<file path="src/rtl/cfg_pwm_timer.sv">
// Programmable 16-bit PWM timer driven by a flat SPI config vector; returns live state as a flat status vector.
// Optional capture input is compiled in with CFG_PWM_TIMER_CAPTURE_EN.
//
// state  | meaning
// IDLE   | stopped, counter and prescaler held at 0
// RUN    | prescaler ticking, counter advancing and wrapping at PERIOD
// DONE   | one-shot finished, counter held at 0 until EN drops
module cfg_pwm_timer #(
   parameter int NUM_CFG    = 8,
   parameter int NUM_STATUS = 8,
   parameter int REG_WIDTH  = 8
) (
   input  logic                              clk,
   input  logic                              rst,
   input  logic                              ena,
   input  logic [NUM_CFG*REG_WIDTH-1:0]      config_regs,
`ifdef CFG_PWM_TIMER_CAPTURE_EN
   input  logic                              capture_in,
`endif
   output logic [NUM_STATUS*REG_WIDTH-1:0]   status_regs,
   output logic                              pwm_out,
   output logic                              irq
);

   localparam logic [1:0] S_IDLE = 2'd0;
   localparam logic [1:0] S_RUN  = 2'd1;
   localparam logic [1:0] S_DONE = 2'd2;

   logic [REG_WIDTH-1:0] w_ctrl;
   logic [REG_WIDTH-1:0] w_prescale;
   logic [15:0]          w_period;
   logic [15:0]          w_duty;
   logic                 w_en, w_oneshot, w_inv, w_clr, w_irq_en;

   assign w_ctrl     = config_regs[0*REG_WIDTH +: REG_WIDTH];
   assign w_prescale = config_regs[1*REG_WIDTH +: REG_WIDTH];
   assign w_period   = {config_regs[3*REG_WIDTH +: REG_WIDTH], config_regs[2*REG_WIDTH +: REG_WIDTH]};
   assign w_duty     = {config_regs[5*REG_WIDTH +: REG_WIDTH], config_regs[4*REG_WIDTH +: REG_WIDTH]};
   assign w_en       = w_ctrl[0];
   assign w_oneshot  = w_ctrl[1];
   assign w_inv      = w_ctrl[2];
   assign w_clr      = w_ctrl[3];
   assign w_irq_en   = w_ctrl[4];

   logic w_unused_ctrl;
   assign w_unused_ctrl = ^w_ctrl[REG_WIDTH-1:5];

   generate
      if (NUM_CFG > 6) begin : g_unused_cfg
         logic w_unused_cfg;
         assign w_unused_cfg = ^config_regs[NUM_CFG*REG_WIDTH-1:6*REG_WIDTH];
      end
   endgenerate

   logic [1:0]           r_state;
   logic [15:0]          r_cnt;
   logic [REG_WIDTH-1:0] r_pre;
   logic [7:0]           r_wraps;
   logic                 r_wrap;
   logic                 r_done;
   logic                 r_clr_q;
   logic                 r_pwm;
   logic                 r_irq;

   logic w_clr_edge;
   logic w_running;
   logic w_tick;
   logic w_capt;
   logic [15:0] w_cap;

   assign w_clr_edge = w_clr & ~r_clr_q;
   assign w_running  = (r_state == S_RUN);
   assign w_tick     = (r_pre == w_prescale);

   always_ff @(posedge clk or posedge rst) begin
      if (rst) begin
         r_state <= S_IDLE;
         r_cnt   <= '0;
         r_pre   <= '0;
         r_wraps <= '0;
         r_wrap  <= 1'b0;
         r_done  <= 1'b0;
         r_clr_q <= 1'b0;
         r_pwm   <= 1'b0;
         r_irq   <= 1'b0;
      end else if (ena) begin
         r_clr_q <= w_clr;
         r_pwm   <= (w_running & (r_cnt < w_duty)) ^ w_inv;
         r_irq   <= w_irq_en & (r_wrap | r_done | w_capt);
         if (w_clr_edge) begin
            r_state <= S_IDLE;
            r_cnt   <= '0;
            r_pre   <= '0;
            r_wraps <= '0;
            r_wrap  <= 1'b0;
            r_done  <= 1'b0;
         end else begin
            case (r_state)
               S_RUN: begin
                  if (!w_en) begin
                     r_state <= S_IDLE;
                     r_cnt   <= '0;
                     r_pre   <= '0;
                  end else if (w_tick) begin
                     r_pre <= '0;
                     // >= rather than == so a live PERIOD drop below the count wraps on the next tick
                     if (r_cnt >= w_period) begin
                        r_cnt  <= '0;
                        r_wrap <= 1'b1;
                        if (r_wraps != 8'hFF) r_wraps <= r_wraps + 8'd1;
                        if (w_oneshot) begin
                           r_state <= S_DONE;
                           r_done  <= 1'b1;
                        end
                     end else begin
                        r_cnt <= r_cnt + 16'd1;
                     end
                  end else begin
                     r_pre <= r_pre + 1'b1;
                  end
               end
               S_DONE: begin
                  r_cnt <= '0;
                  r_pre <= '0;
                  if (!w_en) r_state <= S_IDLE;
               end
               default: begin
                  r_cnt <= '0;
                  r_pre <= '0;
                  if (w_en) r_state <= S_RUN;
               end
            endcase
         end
      end
   end

`ifdef CFG_PWM_TIMER_CAPTURE_EN
   logic        r_cap_s1, r_cap_s2, r_cap_s2_q;
   logic        r_capt;
   logic [15:0] r_cap;

   always_ff @(posedge clk or posedge rst) begin
      if (rst) begin
         r_cap_s1   <= 1'b0;
         r_cap_s2   <= 1'b0;
         r_cap_s2_q <= 1'b0;
         r_capt     <= 1'b0;
         r_cap      <= '0;
      end else if (ena) begin
         r_cap_s1   <= capture_in;
         r_cap_s2   <= r_cap_s1;
         r_cap_s2_q <= r_cap_s2;
         if (w_clr_edge) begin
            r_capt <= 1'b0;
         end else if (r_cap_s2 & ~r_cap_s2_q & w_running) begin
            // r_cnt here is the pre-update count, even when the counter advances this edge
            r_cap  <= r_cnt;
            r_capt <= 1'b1;
         end
      end
   end

   assign w_capt = r_capt;
   assign w_cap  = r_cap;
`else
   assign w_capt = 1'b0;
   assign w_cap  = 16'd0;
`endif

   logic [6*REG_WIDTH-1:0] w_stat_all;
   assign w_stat_all = {w_cap[15:8], w_cap[7:0], r_wraps, r_cnt[15:8], r_cnt[7:0],
                        3'b000, w_capt, r_pwm, r_done, r_wrap, w_running};

   always_comb begin
      status_regs = '0;
      for (int k = 0; k < NUM_STATUS && k < 6; k++) begin
         status_regs[k*REG_WIDTH +: REG_WIDTH] = w_stat_all[k*REG_WIDTH +: REG_WIDTH];
      end
   end

   assign pwm_out = r_pwm;
   assign irq     = r_irq;

endmodule

</file>
<file path="config.mk">
export PLATFORM = sky130hd
export DESIGN_NAME = cfg_pwm_timer
export DESIGN_NICKNAME = d
export VERILOG_FILES = /design/src/rtl/cfg_pwm_timer.sv
export SDC_FILE = /design/constraint.sdc
export NUM_CORES = 1
export LEC_CHECK = 0
export CAP_MARGIN = 0
export CORE_ASPECT_RATIO = 0.7
export CORE_MARGIN = 3
export CORE_UTILIZATION = 45
export CTS_CLUSTER_DIAMETER = 80
export DETAILED_ROUTE_END_ITERATION = 10
export GPL_TIMING_DRIVEN = 0
export PLACE_DENSITY = 0.8
export SETUP_SLACK_MARGIN = 0.15
export SYNTH_ARGS = -nofsm -noshare
export SYNTH_HDL_FRONTEND = slang
export SYNTH_SLANG_ARGS = --single-unit
</file>
<file path="constraint.sdc">
create_clock -name clk -period 2.8 [get_ports clk]
set_clock_uncertainty 0.15 [all_clocks]
set_input_delay 0.56 -clock clk [delete_from_list [all_inputs] [get_ports clk]]
set_output_delay 0.56 -clock clk [all_outputs]
set_load 0.05 [all_outputs]
</file>
; ---- Word level (Yosys, flattened, before mapping)
; Index checks and enable logic that the tools add are counted.
[totals]
regBits = 39
in_bits = 67
out_inout_bits = 66
wordCells = 74
[classes]
add_sub_neg = 3
magnitude_cmp = 2
n_eq_ne = 8
muxes = 34
bitwise = 6
reduce_logical = 12
[ops]
columns = cell, n
row1 = $mux W16, 5
row2 = $mux W8, 10
row3 = $reduce_and A6 Y1, 3
row4 = $add A16 B1 Y16 const B, 1
row5 = $add A8 B1 Y8 const B, 2
row6 = $ge A16 B16 Y1, 1
row7 = $lt A16 B16 Y1, 1
row8 = $mux W2, 7
row9 = $reduce_bool A2 Y1, 6
row10 = $mux W1, 11
row11 = $eq A8 B8 Y1, 1
row12 = $ne A4 B3 Y1 const B, 2
row13 = $ne A8 B8 Y1 const B, 1
row14 = $reduce_and A5 Y1, 1
row15 = $ne A4 B4 Y1 const B, 1
row16 = $pmux W2 S2, 1
row17 = $reduce_bool A4 Y1, 1
row18 = $and A1 B1 Y1, 3
row19 = $ne A3 B3 Y1 const B, 1
row20 = $eq A2 B1 Y1 const B, 1
row21 = $eq A2 B2 Y1 const B, 1
row22 = $reduce_and A2 Y1, 1
row23 = $not A1 Y1, 1
row24 = $or A1 B1 Y1, 1
row25 = $xor A1 B1 Y1, 1

; ---- Depth between registers and ports, before layout
[depth]
depth_word = 7
mapped_depth = 9
depth_no_buf = 8

; ---- Worst setup path after synthesis
; OpenSTA, ideal clock, no wires.
[synth_timing]
path_kind = register -> register
from = reg r_cnt[9]
to = reg r_wraps[3]
setup_ns = 0.145
arrival_ns = 2.319
slack_ns = 0.186
path_stages_with_launch = 9
n_path_buf = 1
period_less_slack_ns = 2.614
cell_sequence = dfrtp_1 > ha_1 > nand4_2 > a2111oi_4 > and2_1 > a22oi_1 > buf_2 > o311ai_0 > o31ai_1
[synth_between]
elab_chain_cells = 3
[synth_lines]
columns = element, line
row1 = start: declaration, 56  ; logic [15:0] r_cnt;
row2 = start signal: assignment, 116  ; r_cnt <= r_cnt + 16'd1;
row3 = $ge A16 B16 Y1, 107  ; if (r_cnt >= w_period) begin
row4 = $reduce_bool A2 Y1 (no line), -
row5 = $reduce_and A6 Y1 (no line), -
row6 = end signal: assignment, 110  ; if (r_wraps != 8'hFF) r_wraps <= r_wraps + 8'd1;
row7 = end: declaration, 58  ; logic [7:0] r_wraps;
; Every way passes these cells.
; A chain may end at the register's enable or synchronous reset.

; ---- Worst setup path after layout
[layout_timing]
from = in config_regs[29]
to = reg r_wraps[3]
[layout_between]
elab_chain_cells = 3
[layout_lines]
columns = element, line
row1 = start: declaration, 16  ; input logic [NUM_CFG*REG_WIDTH-1:0] config_regs,
row2 = $ge A16 B16 Y1, 107
row3 = $reduce_bool A2 Y1 (no line), -
row4 = $reduce_and A6 Y1 (no line), -
; Every way passes these cells.

==> key figures <==
Floorplanning
  • I/O pin count: roughly 130
  • Die ar.: between 8000 and 9000 um2
  • Chip Height: roughly 78 um
  • Std-Cell Rows: 25
  • Core Region: between 6000 and 7000 um2
  • Die Wd: 109 um
  • Initial Utilization: 48.0%

Layout
  • Fillcell total: 561
  • Most common cell after layout, fill and taps aside: clkdlybuf4s50_1
  • Post-route insts no fill: between 600 and 700
  • Synthesis-to-finish area growth: 43.5%
  • Most frequent cells in the layout: clkdlybuf4s50_1 (68), buf_4 (47), dfrtp_1 (39)
  • Share of cells above drive strength 1: between 10% and 20%
  • Nets: 621
  • Inserted Diodes: 0
  • Final instance area: approximately 4800 um2

Setup path
  • Crit end category: flip-flop
  • Crit path launch type: input port
  • Worst reg2reg endpoint: r_wraps[3]
  • R2R depth: 7
  • R2R Setup Slk: about 280 ps
  • WS Path Type: input port to flip-flop
  • Reg2reg start: r_cnt[7]
  • Arr. time, crit path: 2680 ps
  • Data required, critical path: 2860 ps
  • CP max FO: 6

Routing
  • DR iter-0 viols: 186
  • DRT antenna net count: 0
  • DRC: 0
  • Vias: ~3,200
  • Final WL: slightly above 9 mm
  • Vias per cell: 5.26
  • Routed wire length per instance: 15.0 um
  • Initial DRT Pass Iterations: 5

Synthesis
  • Ys flop type: dfrtp_1
  • Sequential share of the synthesized area: between 20% and 30%
  • Average size of a mapped cell: 8.53 um2
  • Ys Warns: 0
  • Unique masters post-synth: 52
  • Yosys top cell area share: between 20% and 30%
  • Mapped Area: roughly 3300 um2
  • Synth Instances: a little under 400
  • Top post-synthesis cells by area: dfrtp_1 (29%), ha_1 (13%), buf_4 (9.0%)
  • Post-synth ARST share: between 90% and 100%
  • Synth area leader: dfrtp_1
  • Post-synthesis sequential element count: 39
  • Post-synth EDFFs: 0

STA
  • Worst slew pin tran: between 800 and 900 ps
  • RSZ-0062 raised after global routing: true
  • Worst hold slack: 369 ps
  • Max-slew violations: 0
  • Fmax: 381 MHz
  • Hold Fails Final Rpt: 0
  • Final setup viols: 0
  • Period minus WS final: between 2000 and 3000 ps
  • Relative slew slack: around 45%
  • Part of the cycle the worst path needs: between 90 and 100%

GRT
  • First-pass GRT wire length: ~14 mm
  • Pin count of the biggest net entering global routing: 40
  • GRT Total Usage: about a fifth
  • Number of global-route vias before repair: between 3,000 and 4,000
  • Initial antenna violation count: 0
  • Grt total ovfl: 0

Placement
  • Routability cong.: around 0.84
  • Placement Cell Area: 4370 um2
  • Post-DP HPWL: between 6 and 7 mm
  • Port bufs: 77
  • DP Cell Count: roughly 600

Worst hold path
  • Hold Crit Depth: 2
  • Hold worst-path end: irq
  • Hold Path Class: flip-flop to flip-flop
  • Hold Startpoint: irq

Clock tree
  • CTS tree: done
  • Maximum root-to-sink buffer count: 2
  • TritonCTS buffer count: 5
  • Latest clock arrival within the worst-skew pair: 290 ps
  • Cts-stage hold buffer count: 0
  • Root buffer cell: clkbuf_8
  • Clk slew on worst S/H paths: around 80 ps
  • Clock Sink Count: 39
  • H-Tree Depth: 2

Power
  • Worst VDD drop: 0.000334 V
  • Power density cells: roughly 350 nW/um2
  • Power Total: around 1.7 mW
  • Leakage: between 2 and 2.5 nW

Status
  • Status: finished clean

Job
  • Max Cap Viol: 0
[Yosys cell counts, drive strengths merged, types with 2 or more instances]
cell,number
nor2b,5
xnor2,2
o31ai,3
nand2b,8
nor4,2
dfrtp,39
a21oi,18
or3,3
a2111oi,3
a211oi,3
nor3b,3
nand2,26
a22oi,3
ha,36
o21ai,25
o2bb2ai,2
and3,12
o211ai,4
buf,46
mux2i,5
clkbuf,2
o21a,4
nand4,10
o311ai,5
inv,42
a21o,6
nand4b,2
and2,4
nor2,16
nand3,19
nor3,5
xor2,15
o22ai,4
[worst max-delay path, stage by stage]
cell	delay (ps)
clkdlybuf4s50_1	460
inv_1	70
ha_4	270
nand2_2	70
a2111oi_4	340
and2_1	200
a22oi_2	70
or3_4	460
o31ai_4	180
[routing by layer]
metal / wire [um] / up-vias / global-route usage (%)
met1: 3960 / 1485 / 28.5
met5: 0 / - / 0
met2: 4290 / 155 / 32.7
met4: 192 / 0 / 6.31
met3: 765 / 23 / 4.52
li1: - / 1555 / -
[cell type report]
type / instances / area (um2) / share of cell area (%)
multi-input cells: 297 / 2280 / 47.4
flip-flops and latches: 39 / 976 / 20.3
repair buffers: 84 / 831 / 17.3
plain buffers: 48 / 349 / 7.27
inverters: 43 / 161 / 3.36
well taps: 94 / 118 / 2.45
clock buffers: 6 / 82.6 / 1.72
clock inverters: 1 / 5.00 / 0.104
[where the power goes]
group | total, mW | internal, mW | switching (mW) | leakage, nW
clock network | 0.390 | 0.194 | 0.197 | 0.0470
logic | 0.691 | 0.262 | 0.430 | 1.72
registers | 0.619 | 0.587 | 0.0315 | 0.537
total | 1.70 | 1.04 | 0.658 | 2.30
[kinds of logic after synthesis]
kind of cell               synth area share, %
adders and majority gates                 13.5
DFF                                       29.2
buffers and inverters                     14.9
other                                    0.112
AOI/OAI and AO/OA                         17.2
and+or+nand+nor                           18.8
xor gates and xnor gates                  4.45
muxes                                     1.83
[stage by stage]
stage	setup TNS, ps	util (%)	worst slack [ps]
finish	0	68.8	175
global route	0	68.8	127
CTS	0	66.0	150
detailed placement	-8630	62.6	-507
global placement	-6990	62.6	-424
floorplan	0	-	186
[worst max-delay path by stage]
stage	startpoint	endpoint	slack (ps)	cells after the start
floorplan	r_cnt[9]	r_wraps[3]	190	8
global route	config_regs[29]	r_cnt[4]	130	9
detailed placement	config_regs[20]	r_cnt[11]	-510	10
finish	config_regs[29]	r_wraps[3]	180	9
global placement	config_regs[20]	r_cnt[15]	-420	10
CTS	config_regs[20]	r_cnt[2]	150	11
[flip-flops by register name (all words and copies together), names as in the netlist]
name	flops
r_cnt	16
r_pre	8
r_wraps	8
r_state	2
irq	1
pwm_out	1
r_clr_q	1
r_done	1
r_wrap	1
[what timing repair did]
item / 4_1_cts / 5_1_grt
setup buffers: 5 / 2
resized for setup: 35 / 33
setup endpoints to repair: 27 / 27
hold endpoints to repair: 0 / 0
pin swaps: 13 / 17
No activity file was read; power rests on OpenSTA's default activity.
